`src/rtl/spi_pwm_config_ctrl.sv`:
```
// spi_pwm_config_ctrl
//   Write-only SPI target (mode 0, MSB first) that holds the PWM peripheral
//   configuration registers. Each 16-bit frame {rw, addr[6:0], data[7:0]} is
//   committed atomically when ncs rises. Frames that are not exactly 16 bits
//   long, or writes above ADDR_MAX, are discarded with an err_strobe pulse.
//   Read frames are accepted silently and have no effect.
// Ports
//   clk, rst_n        system clock, asynchronous active-low reset
//   sclk, copi, ncs   SPI pins, asynchronous to clk
//   en_reg_out_7_0    addr 0x00     en_reg_out_15_8  addr 0x01
//   en_reg_pwm_7_0    addr 0x02     en_reg_pwm_15_8  addr 0x03
//   pwm_duty_cycle    addr 0x04
//   wr_strobe         one-cycle pulse when a register is written
//   err_strobe        one-cycle pulse when a frame is discarded
module spi_pwm_config_ctrl #(
   parameter int unsigned SYNC_STAGES = 2,
   parameter int unsigned ADDR_MAX    = 4
) (
   input  logic       clk,
   input  logic       rst_n,
   input  logic       sclk,
   input  logic       copi,
   input  logic       ncs,
   output logic [7:0] en_reg_out_7_0,
   output logic [7:0] en_reg_out_15_8,
   output logic [7:0] en_reg_pwm_7_0,
   output logic [7:0] en_reg_pwm_15_8,
   output logic [7:0] pwm_duty_cycle,
   output logic       wr_strobe,
   output logic       err_strobe
);

   typedef enum logic [1:0] {IDLE, SHIFT, COMMIT} state_t;

   localparam logic [6:0] ADDR_LIM = 7'(ADDR_MAX);
   localparam logic [4:0] CNT_SAT  = 5'd17;

   logic [SYNC_STAGES-1:0] sclk_sy, copi_sy, ncs_sy;
   logic                   sclk_s, copi_s, ncs_s;
   logic                   sclk_h, ncs_h;
   logic                   sclk_rise_q, ncs_rise_q, ncs_fall_q, copi_q;

   state_t                 state_q, state_d;
   logic [15:0]            shifter;
   logic [4:0]             bit_cnt;
   logic                   do_write, do_err;
   logic [6:0]             addr;

   assign sclk_s = sclk_sy[SYNC_STAGES-1];
   assign copi_s = copi_sy[SYNC_STAGES-1];
   assign ncs_s  = ncs_sy[SYNC_STAGES-1];
   assign addr   = shifter[14:8];

   // Synchronisers, history flops, and registered edge pulses. The ncs chain
   // resets low so that releasing reset mid-frame cannot fake a falling edge;
   // a spurious rising edge only lands in IDLE and is ignored.
   always_ff @(posedge clk or negedge rst_n) begin
      if (!rst_n) begin
         sclk_sy     <= '0;
         copi_sy     <= '0;
         ncs_sy      <= '0;
         sclk_h      <= 1'b0;
         ncs_h       <= 1'b0;
         sclk_rise_q <= 1'b0;
         ncs_rise_q  <= 1'b0;
         ncs_fall_q  <= 1'b0;
         copi_q      <= 1'b0;
      end else begin
         sclk_sy     <= {sclk_sy[SYNC_STAGES-2:0], sclk};
         copi_sy     <= {copi_sy[SYNC_STAGES-2:0], copi};
         ncs_sy      <= {ncs_sy[SYNC_STAGES-2:0], ncs};
         sclk_h      <= sclk_s;
         ncs_h       <= ncs_s;
         sclk_rise_q <= sclk_s & ~sclk_h;
         ncs_rise_q  <= ncs_s & ~ncs_h;
         ncs_fall_q  <= ~ncs_s & ncs_h;
         copi_q      <= copi_s;
      end
   end

   always_ff @(posedge clk or negedge rst_n) begin
      if (!rst_n) state_q <= IDLE;
      else        state_q <= state_d;
   end

   always_comb begin
      state_d  = state_q;
      do_write = 1'b0;
      do_err   = 1'b0;
      case (state_q)
         IDLE:   if (ncs_fall_q) state_d = SHIFT;
         SHIFT:  if (ncs_rise_q) state_d = COMMIT;
         COMMIT: begin
            // A new frame may already have started while committing.
            state_d = ncs_fall_q ? SHIFT : IDLE;
            if (bit_cnt != 5'd16)    do_err   = 1'b1;
            else if (!shifter[15])   ;
            else if (addr > ADDR_LIM) do_err  = 1'b1;
            else                     do_write = 1'b1;
         end
         default: state_d = IDLE;
      endcase
   end

   // An sclk edge arriving with the ncs rise is still shifted here, so COMMIT
   // sees the complete frame.
   always_ff @(posedge clk or negedge rst_n) begin
      if (!rst_n) begin
         shifter <= '0;
         bit_cnt <= '0;
      end else if (state_q != SHIFT && state_d == SHIFT) begin
         shifter <= '0;
         bit_cnt <= '0;
      end else if (state_q == SHIFT && sclk_rise_q) begin
         shifter <= {shifter[14:0], copi_q};
         if (bit_cnt != CNT_SAT) bit_cnt <= bit_cnt + 5'd1;
      end
   end

   always_ff @(posedge clk or negedge rst_n) begin
      if (!rst_n) begin
         en_reg_out_7_0  <= '0;
         en_reg_out_15_8 <= '0;
         en_reg_pwm_7_0  <= '0;
         en_reg_pwm_15_8 <= '0;
         pwm_duty_cycle  <= '0;
         wr_strobe       <= 1'b0;
         err_strobe      <= 1'b0;
      end else begin
         wr_strobe  <= do_write;
         err_strobe <= do_err;
         if (do_write) begin
            case (addr)
               7'd0:    en_reg_out_7_0  <= shifter[7:0];
               7'd1:    en_reg_out_15_8 <= shifter[7:0];
               7'd2:    en_reg_pwm_7_0  <= shifter[7:0];
               7'd3:    en_reg_pwm_15_8 <= shifter[7:0];
               7'd4:    pwm_duty_cycle  <= shifter[7:0];
               default: ;
            endcase
         end
      end
   end

endmodule

```
`config.mk`:
```
export PLATFORM = sky130hd
export DESIGN_NAME = spi_pwm_config_ctrl
export DESIGN_NICKNAME = d
export VERILOG_FILES = /design/src/rtl/spi_pwm_config_ctrl.sv
export SDC_FILE = /design/constraint.sdc
export NUM_CORES = 1
export LEC_CHECK = 0
export ABC_AREA = 1
export BUFFER_PORTS_ARGS = -buffer_cell sky130_fd_sc_hd__buf_2
export CAP_MARGIN = 10
export CORE_UTILIZATION = 30
export CTS_CLUSTER_SIZE = 8
export DETAILED_ROUTE_END_ITERATION = 7
export PLACE_DENSITY_LB_ADDON = 0.05
export RECOVER_POWER = 50
export SLEW_MARGIN = 15
export SYNTH_ARGS = -nofsm -noshare
export SYNTH_HDL_FRONTEND = slang
export SYNTH_SLANG_ARGS = --single-unit
export TNS_END_PERCENT = 30
```
`constraint.sdc`:
```
create_clock -name clk -period 1.79 [get_ports clk]
set_input_delay 0.179 -clock clk [delete_from_list [all_inputs] [get_ports clk]]
set_output_delay 0.179 -clock clk [all_outputs]
set_load 0.02 [all_outputs]
```
== Yosys cells after proc, flatten, opt, wreduce, memory -nomap -nowiden ==
Cells that the tools add are included.
Storage, ports and cells
  register bits after elaboration: 77
  bits of input ports: 5
  output and inout bits: 42
  logic and storage cells: 66
Operators by class
  $add $sub $neg: 1
  magnitude comparators: 1
  equal/unequal tests: 10
  muxes and demuxes: 17
  bitwise logic cells: 6
  reduce and logical (&&, ||, !) cells: 12
Operators by type and width (number)
  2-to-1 mux 16 bit: 2
  2-to-1 mux 5 bit: 3
  equality test 7 x 2 -> 1 bit, second input constant: 2
  AND reduction 2 bit: 6
  inequality test 5 bit, second input constant: 2
  2-to-1 mux 1 bit: 9
  equality test 7 x 1 -> 1 bit, second input constant: 1
  equality test 7 x 3 -> 1 bit, second input constant: 1
  greater-than comparator 7 x 3 -> 1 bit, second input constant: 1
  zero test 7 bit: 1
  one-hot mux 2 bit (3 select lines): 1
  adder 5 x 1 -> 5 bit, second input constant: 1
  equality test 2 x 1 -> 1 bit, second input constant: 2
  2-to-1 mux 2 bit: 2
  nonzero test 2 bit: 2
  bitwise AND 1 bit: 3
  inverter 1 bit: 3
  equality test 2 bit, second input constant: 1
  logical AND 1 bit: 2
  zero test 2 bit: 1
  inequality test 2 x 1 -> 1 bit, second input constant: 1

== Logic depth before layout (Yosys ltp) ==
Gate-level depths: netlist of the first run.
  word-level depth: 6
  mapped depth: 9
  gate-level depth less buffers: 8

== Worst setup path before layout of the first run ==
OpenSTA, ideal clock, no wires.
  kind: register -> register
  from: register bit_cnt[0]
  to: register pwm_duty_cycle[0]
  arrival time: 1.282 ns
  path slack: 0.391 ns
  stages on the path, launching flop included: 8
  clock period less this slack: 1.399 ns
  cell sequence: dfrtp_1 -> inv_1 -> ha_1 -> nand3_2 -> nor2_8 -> nand3_2 -> nand2_1 -> nand2_1
On the way
  word-level cells in the longest chain between the ends: 4
Ends and longest elaborated chain
  start: declaration: line 45  | logic [4:0] bit_cnt;
  start signal: assignment: line 116  | if (bit_cnt != CNT_SAT) bit_cnt <= bit_cnt + 5'd1;
  inequality test 5 bit: line 96  | if (bit_cnt != 5'd16) do_err = 1'b1;
  2-to-1 mux 1 bit: line 96
  2-to-1 mux 1 bit: line 90  | case (state_q)
  AND reduction 2 bit (no line)
  end signal: assignment: line 138  | 7'd4: pwm_duty_cycle <= shifter[7:0];
  end: declaration: line 28  | output logic [7:0] pwm_duty_cycle,
No other way between the ends.
A chain may end at the register's enable or synchronous reset.

== Final worst setup path of the first run ==
  from: register bit_cnt[0]
  to: register en_reg_out_15_8[3]
On the way
  word-level cells in the longest chain between the ends: 4
Ends and longest elaborated chain
  inequality test 5 bit: line 96
  2-to-1 mux 1 bit: line 96
  2-to-1 mux 1 bit: line 90
  AND reduction 2 bit (no line)
  end signal: assignment: line 135  | 7'd1: en_reg_out_15_8 <= shifter[7:0];
  end: declaration: line 25  | output logic [7:0] en_reg_out_15_8,
No other way between the ends.

==> results of run 1 <==
## report_power, final
part | switching (mW) | total (mW) | internal, mW
sequential | 0.0917 | 1.90 | 1.81
combinational | 0.181 | 0.285 | 0.104
clock | 0.696 | 1.20 | 0.508
total | 0.969 | 3.39 | 2.42
## cell type report
cell class / instances / area [um^2] / area share, %
clock buffers: 9 / 124 / 3.18
multi-input cells: 201 / 1100 / 28.4
repair buffers: 63 / 413 / 10.6
well taps: 136 / 170 / 4.37
inverters: 26 / 103 / 2.64
clock inverters: 7 / 51.3 / 1.32
flip-flops and latches: 77 / 1930 / 49.5
## timing repair
| action | 4_1_cts | 5_1_grt |
|---|---|---|
| setup buffers | 0 | 3 |
| setup endpoints to repair | 0 | 28 |
| endpoints found under the hold margin | 34 | 0 |
| hold buffers | 4 | 0 |
| gates resized for setup | 0 | 1 |
## flip-flops by register name (all words and copies together) (netlist names)
| register | cells |
|---|---|
| wr_strobe | 1 |
| en_reg_out_15_8 | 8 |
| sclk_h | 1 |
| shifter | 16 |
| pwm_duty_cycle | 8 |
| en_reg_pwm_15_8 | 8 |
| sclk_sy | 2 |
| sclk_rise_q | 1 |
| copi_sy | 2 |
| en_reg_out_7_0 | 8 |
| ncs_sy | 2 |
| ncs_fall_q | 1 |
| ncs_rise_q | 1 |
| err_strobe | 1 |
| ncs_h | 1 |
| state_q | 2 |
| copi_q | 1 |
| bit_cnt | 5 |
| en_reg_pwm_7_0 | 8 |
## placed cells by master, fill, tap and decap left out
cell           count
inv_1             23
dfrtp_1           77
nor2_8             2
inv_2              1
and2_1             1
clkinv_4           2
nand3_2            1
inv_4              2
clkbuf_1           4
clkbuf_8           9
o21ai_0            8
ha_1               3
xor2_1             2
buf_4              9
nand3_4            5
nand4_1           42
inv_6              1
clkinvlp_4         2
buf_2             41
dlygate4sd3_1      4
xnor2_1            1
nand2_4            1
nor2_1             8
nand2_2            3
nand2_1           98
buf_12             4
nor2_2             2
nand3_1            7
nor3_2             3
o22ai_1           14
clkbuf_2           1
clkinv_2           2
## metrics by stage
stage          power [mW]  util [%]
5_1_grt              3.57      37.4
3_3_place_gp         2.20      35.1
4_1_cts              3.44      37.2
3_5_place_dp         2.20      35.1
2_1_floorplan        2.08         -
6_report             3.39      37.4
## worst max-delay path by stage
stage,from,to
final,bit_cnt[0],en_reg_out_15_8[3]
after global routing,shifter[8],pwm_duty_cycle[3]
after CTS,bit_cnt[0],en_reg_pwm_15_8[5]
after detailed placement,bit_cnt[0],en_reg_pwm_15_8[5]
after global placement,bit_cnt[0],en_reg_out_7_0[7]
after floorplan,bit_cnt[0],pwm_duty_cycle[0]
## cell families after synthesis
logic type                 count (synthesis)  synth area share, %
AOI/OAI and AO/OA                         22                 3.91
buffers and inverters                     37                 7.24
DFF                                       77                 59.0
xor gates and xnor gates                   3                0.805
and+or+nand+nor                          173                 27.9
adders and majority gates                  3                 1.15
## layer usage
metal	up-vias	wire (um)	track usage [%]
met5	-	0	0
met1	1106	3770	20.2
li1	1192	-	-
met4	0	114	5.36
met3	9	263	3.56
met2	42	3120	21.7
==> run_results.csv, run 1 <==
group,metric,value,unit
critical_path,cp_top_family,"simple AND/OR/NAND/NOR gates",
clock_network,numCtsBuffers,9,
synthesis,synthArstFlopShare,100,%
synthesis,yosysSeqAreaShare,59.0,%
routing,viasPerCell,4.53,
floorplanning,initial_core_util,31.3,%
sta,tightest_slew,0.856,ns
sta,holdWs,0.352,ns
sta,finalClockSkew,0.00812,ns
place,numPortBuffers,46,
min_path,hold_depth,0,
place,routabilityCongestion,0.721,
floorplanning,die_area,11300,um^2
synthesis,synth_nets,323,
critical_path,path_depth,8,
cells_and_area,drive_gt1_share,23.8,%
global_route,grt.total_usage,14.5,%
sta,finalCritPeriodShare,92.1,%
critical_path,r2r_cells,8,
cells_and_area,antenna_cells,0,
routing,ant_nets,0,
routing,drt_iter0_drc,162,
floorplanning,core,10400,um^2
critical_path,crit_chain,"inv_1 > ha_1 > nand3_4 > nor2_8 > buf_4 > nand3_4 > nand2_1 > nand2_1",
flow_run,cap_violations,0,
critical_path,endpoint_kind,"flip-flop",
synthesis,synth_cell_types,26,
min_path,holdCritStartpoint,"ncs_sy[0]",
critical_path,r2r_slack,0.14,ns
synthesis,ys.flop_type,"dfrtp_1",
sta,max_freq,0.607,GHz
routing,drc,0,
clock_network,clock-sinks,77,
cells_and_area,fin_area,3890,um^2
synthesis,synth_edf_count,0,
cells_and_area,syn_to_final_growth,19.2,%
clock_network,htree_levels,3,
sta,final_hold_viol_count,0,
place,pre_cts_ws,0.0839,ns
routing,via_count,2349,
clock_network,clock_latency,0.35,ns
critical_path,cp_slowest_cell,"dfrtp_1",
clock_network,cts.reportedPaths.clkPinSlew,0.09,ns
sta,fin_ws,0.141,ns
synthesis,yosysWarnings,0,
global_route,grt_pass1_wl,12400,um
critical_path,critPathKind,"flip-flop to flip-flop",
sta,rsz0062_at_grt,"true",
critical_path,critPathMaxStageDelay,0.44,ns
routing,post_drt_wl_per_cell,14.0,um
global_route,antenna_found_initial,0,
global_route,grt-ovfl-total,0,
critical_path,r2r-end,"en_reg_out_15_8[3]",
place,placed_cells,496,
cells_and_area,final_cell_count_no_fill,519,
floorplanning,die_w,106,um
sta,setup_viol,0,
clock_network,cts_buffer_depth,2,
run_status,status,"complete, no violations",
synthesis,synth_top_area_share,59.0,%
synthesis,syn_avg_cell_area,10.4,um^2
place,dp_hpwl,4880,um
place,postPlaceCellArea,3660,um^2
synthesis,synthTopCellsByCount,"98 x nand2_1, 77 x dfrtp_1, 42 x nand4_1",
floorplanning,dieHeight,106,um
min_path,hold_class,"flip-flop to flip-flop",
routing,wl,7260,um
cells_and_area,nets,386,
routing,drt-pass1-iter-count,4,
critical_path,r2r_start,"bit_cnt[0]",
sta,relSlewSlack,42.9,%
pwr,ir_drop,0.344,mV
floorplanning,num_io_pins,47,
synthesis,netlist_area,3260,um^2
global_route,grt_max_degree,48,
pwr,power_density,871,nW/um^2
synthesis,synth_most_common_cell,"nand2_1",
global_route,grt_pass1_vias,2336,
floorplanning,placementRows,37,
sta,finalCriticalPeriod,1.65,ns
synthesis,synth.area.top_cells,"dfrtp_1 59%, nand2_1 11%, nand4_1 8.0%",
sta,report.final.slew_viol_count,0,
cells_and_area,nFillCells,1088,
critical_path,crit_path_max_fanout,10,
clock_network,cts_tree,"built",
critical_path,crit_buf_inv,2,
critical_path,cp-start-kind,"flip-flop",
clock_network,cts-root-buf,"clkbuf_8",
synthesis,ys_seq_elements,77,
synthesis,yosysTopAreaCell,"dfrtp_1",
pwr,leakagePower,2.07,nW
critical_path,critPathArrivalTime,1.90,ns
min_path,whs_endpoint,"ncs_sy[1]",
critical_path,worstPathRequired,2.04,ns
sta,tns,0,ns
synthesis,synth_cells,315,
Note: power is estimated with default switching activity, not from simulation.
==> run 2, diff against run 1 <==
- ABC_AREA: 1 -> default
==> run_results.csv, run 2 <==
group,metric,value,unit
pwr,leakagePower,2.01,nW
global_route,grt-ovfl-total,0,
critical_path,crit_path_max_fanout,6,
routing,drt-pass1-iter-count,4,
synthesis,synth_nets,230,
cells_and_area,syn_to_final_growth,30.5,%
synthesis,synth_cells,222,
cells_and_area,fin_area,3910,um^2
pwr,clockPowerShare,39.4,%
global_route,grt_pass1_wl,10700,um
pwr,p_sw,906,uW
routing,viasPerCell,4.54,
critical_path,worstPathRequired,2.02,ns
synthesis,synth.area.top_cells,"dfrtp_1 64%, mux2_2 15%, nand2_1 4.5%",
cells_and_area,largest-register,"shifter",
sta,report.final.slew_viol_count,0,
global_route,grt_max_degree,36,
clock_network,clock-sinks,77,
synthesis,synth_top_area_share,64.3,%
sta,finalClockSkew,0.0119,ns
synthesis,synthArstFlopShare,100,%
synthesis,ys_seq_elements,77,
global_route,grt.total_usage,14.0,%
pwr,combPwrFrac,9.1,%
synthesis,yosysTopAreaCell,"dfrtp_1",
routing,post_drt_wl_per_cell,15.0,um
clock_network,cts.reportedPaths.clkPinSlew,0.09,ns
sta,final_hold_viol_count,0,
pwr,power_density,916,nW/um^2
synthesis,ys.flop_type,"dfrtp_1",
floorplanning,dieHeight,102,um
clock_network,cts-root-buf,"clkbuf_8",
cells_and_area,final_common_cell,"dfrtp_1",
floorplanning,initial_core_util,30.8,%
cells_and_area,antenna_cells,0,
sta,max_freq,0.591,GHz
sta,tightest_slew,0.675,ns
place,numPortBuffers,46,
cells_and_area,nFillCells,990,
sta,tns,0,ns
place,dp_hpwl,4320,um
clock_network,cts_buffer_depth,2,
synthesis,netlist_area,3000,um^2
routing,drt_iter0_drc,47,
routing,via_count,1988,
cells_and_area,largest_register_ffs,16,
cells_and_area,nets,308,
critical_path,cpMostUsedCell,"buf_6",
place,routabilityCongestion,0.714,
routing,ant_nets,0,
place,postPlaceCellArea,3570,um^2
critical_path,critPathMaxStageDelay,0.41,ns
clock_network,numCtsBuffers,9,
synthesis,synthTopCellsByCount,"77 x dfrtp_1, 41 x mux2_2, 36 x nand2_1",
pwr,ir_drop,0.336,mV
global_route,grt_pass1_vias,1928,
routing,wl,6560,um
sta,setup_viol,0,
clock_network,clock_latency,0.35,ns
routing,drc,0,
critical_path,cp_top_family,"buffers and inverters",
synthesis,yosysWarnings,0,
sta,finalCriticalPeriod,1.69,ns
critical_path,cp_slowest_cell,"dfrtp_1",
synthesis,synth_most_common_cell,"dfrtp_1",
pwr,p_seq_share,51.5,%
clock_network,cts_tree,"built",
pwr,switching_share,25.3,%
synthesis,synth_cell_types,29,
sta,finalCritPeriodShare,94.4,%
flow_run,cap_violations,0,
clock_network,htree_levels,3,
cells_and_area,final_cell_mix,"77 x dfrtp_1, 41 x mux2_2, 37 x buf_2",
pwr,power.internal,2.68,mW
critical_path,crit_chain,"inv_2 > ha_4 > nor4bb_4 > buf_6 > nand4_4 > buf_6 > mux2_2",
floorplanning,die_w,102,um
sta,relSlewSlack,55.0,%
critical_path,endpoint_kind,"flip-flop",
critical_path,critPathArrivalTime,1.92,ns
run_status,status,"complete, no violations",
critical_path,critPathKind,"flip-flop to flip-flop",
min_path,hold_class,"flip-flop to flip-flop",
floorplanning,core,9730,um^2
cells_and_area,drive_gt1_share,42.3,%
floorplanning,placementRows,36,
critical_path,crit_buf_inv,3,
floorplanning,num_io_pins,47,
floorplanning,die_area,10400,um^2
synthesis,synth_edf_count,0,
synthesis,yosysSeqAreaShare,64.3,%
global_route,antenna_found_initial,0,
critical_path,cp-start-kind,"flip-flop",
synthesis,syn_avg_cell_area,13.5,um^2
[run 2: cell count changes after synthesis, sizes merged, moves of 8 or more]
cell / previous run / this run
inv: 26 / 4
mux2: 0 / 41
nor2: 12 / 3
nand2: 102 / 36
buf: 10 / 2
nand4: 42 / 7
o22ai: 14 / 0
[run 2: stage by stage]
step                util [%]  cells  worst slack, ns  hold slack [ns]  power [mW]
floorplan                  -    222            0.128           -0.117        2.01
global placement        36.7    417         -0.00579            0.125        2.16
detailed placement      36.7    417          -0.0161            0.129        2.16
CTS                     39.4    437          -0.0166            0.286        3.61
global route            40.2    438         -0.00146            0.361        3.77
finish                  40.2    438           0.0994            0.352        3.58
[run 2: layout make-up]
| class | count | area (um^2) | area share, % |
|---|---|---|---|
| Tap cell | 133 | 166 | 4.25 |
| Clock inverter | 5 | 65.1 | 1.66 |
| Timing Repair Buffer | 74 | 488 | 12.5 |
| Sequential cell | 77 | 1930 | 49.2 |
| Inverter | 4 | 15.0 | 0.384 |
| Clock buffer | 11 | 151 | 3.87 |
| Multi-Input combinational cell | 134 | 1100 | 28.1 |
[run 2: worst register-to-register path: cells and delay by family (launching register included)]
family	cells	cell delay [ns]
mux	1	0.27
simple gates	2	0.31
buf+inv	3	0.46
fa+ha+maj	1	0.13
flops	1	0.41
[run 2: timing repair]
item                                    in CTS  in global routing
pin swaps                                    0                  2
gates resized for setup                      3                 18
endpoints found under the hold margin       28                  0
hold buffers                                 4                  0
endpoints found under the setup margin      21                 40
buffers inserted                             0                  1
[run 2: per-layer routing]
layer / share of wire (%) / GRT usage, % / up-vias
li1: - / - / 930
met1: 49 / 19.1 / 1006
met2: 46 / 21.5 / 42
met3: 3.2 / 3.08 / 10
met4: 1.5 / 5.93 / 0
met5: 0 / 0 / -
[run 2: power by group through the flow]
stage                     clock network [mW]  logic [mW]  registers (mW)
final                                   1.41       0.327            1.85
after global routing                    1.54       0.372            1.86
after CTS                               1.47       0.289            1.85
after detailed placement                   0       0.282            1.88
after global placement                     0       0.283            1.88
after floorplan                            0       0.128            1.88
[run 2: final timing paths]
kind | startpoint | endpoint | slack (ns) | cells after the start
max | bit_cnt[1] | pwm_duty_cycle[1] | 0.1 | 7
min | ncs_sy[0] | ncs_sy[1] | 0.35 | 0
max reg2reg | bit_cnt[1] | pwm_duty_cycle[1] | 0.1 | 7
min reg2reg | ncs_sy[0] | ncs_sy[1] | 0.35 | 0
max in group asynchronous | rst_n | shifter[10] | 0.33 | 3
min in group asynchronous | rst_n | sclk_rise_q | 0.40 | 2
[run 2: logic make-up (layout without fill, tap and decap cells)]
| group | count (synthesis) | in the layout | synth area share (%) |
|---|---|---|---|
| AOI/OAI and AO/OA | 11 | 11 | 2.38 |
| adders and majority gates | 3 | 3 | 1.25 |
| and+or+nand+nor | 76 | 76 | 14.3 |
| buffers and inverters | 11 | 94 | 1.42 |
| DFF | 77 | 77 | 64.3 |
| muxes | 44 | 44 | 16.4 |
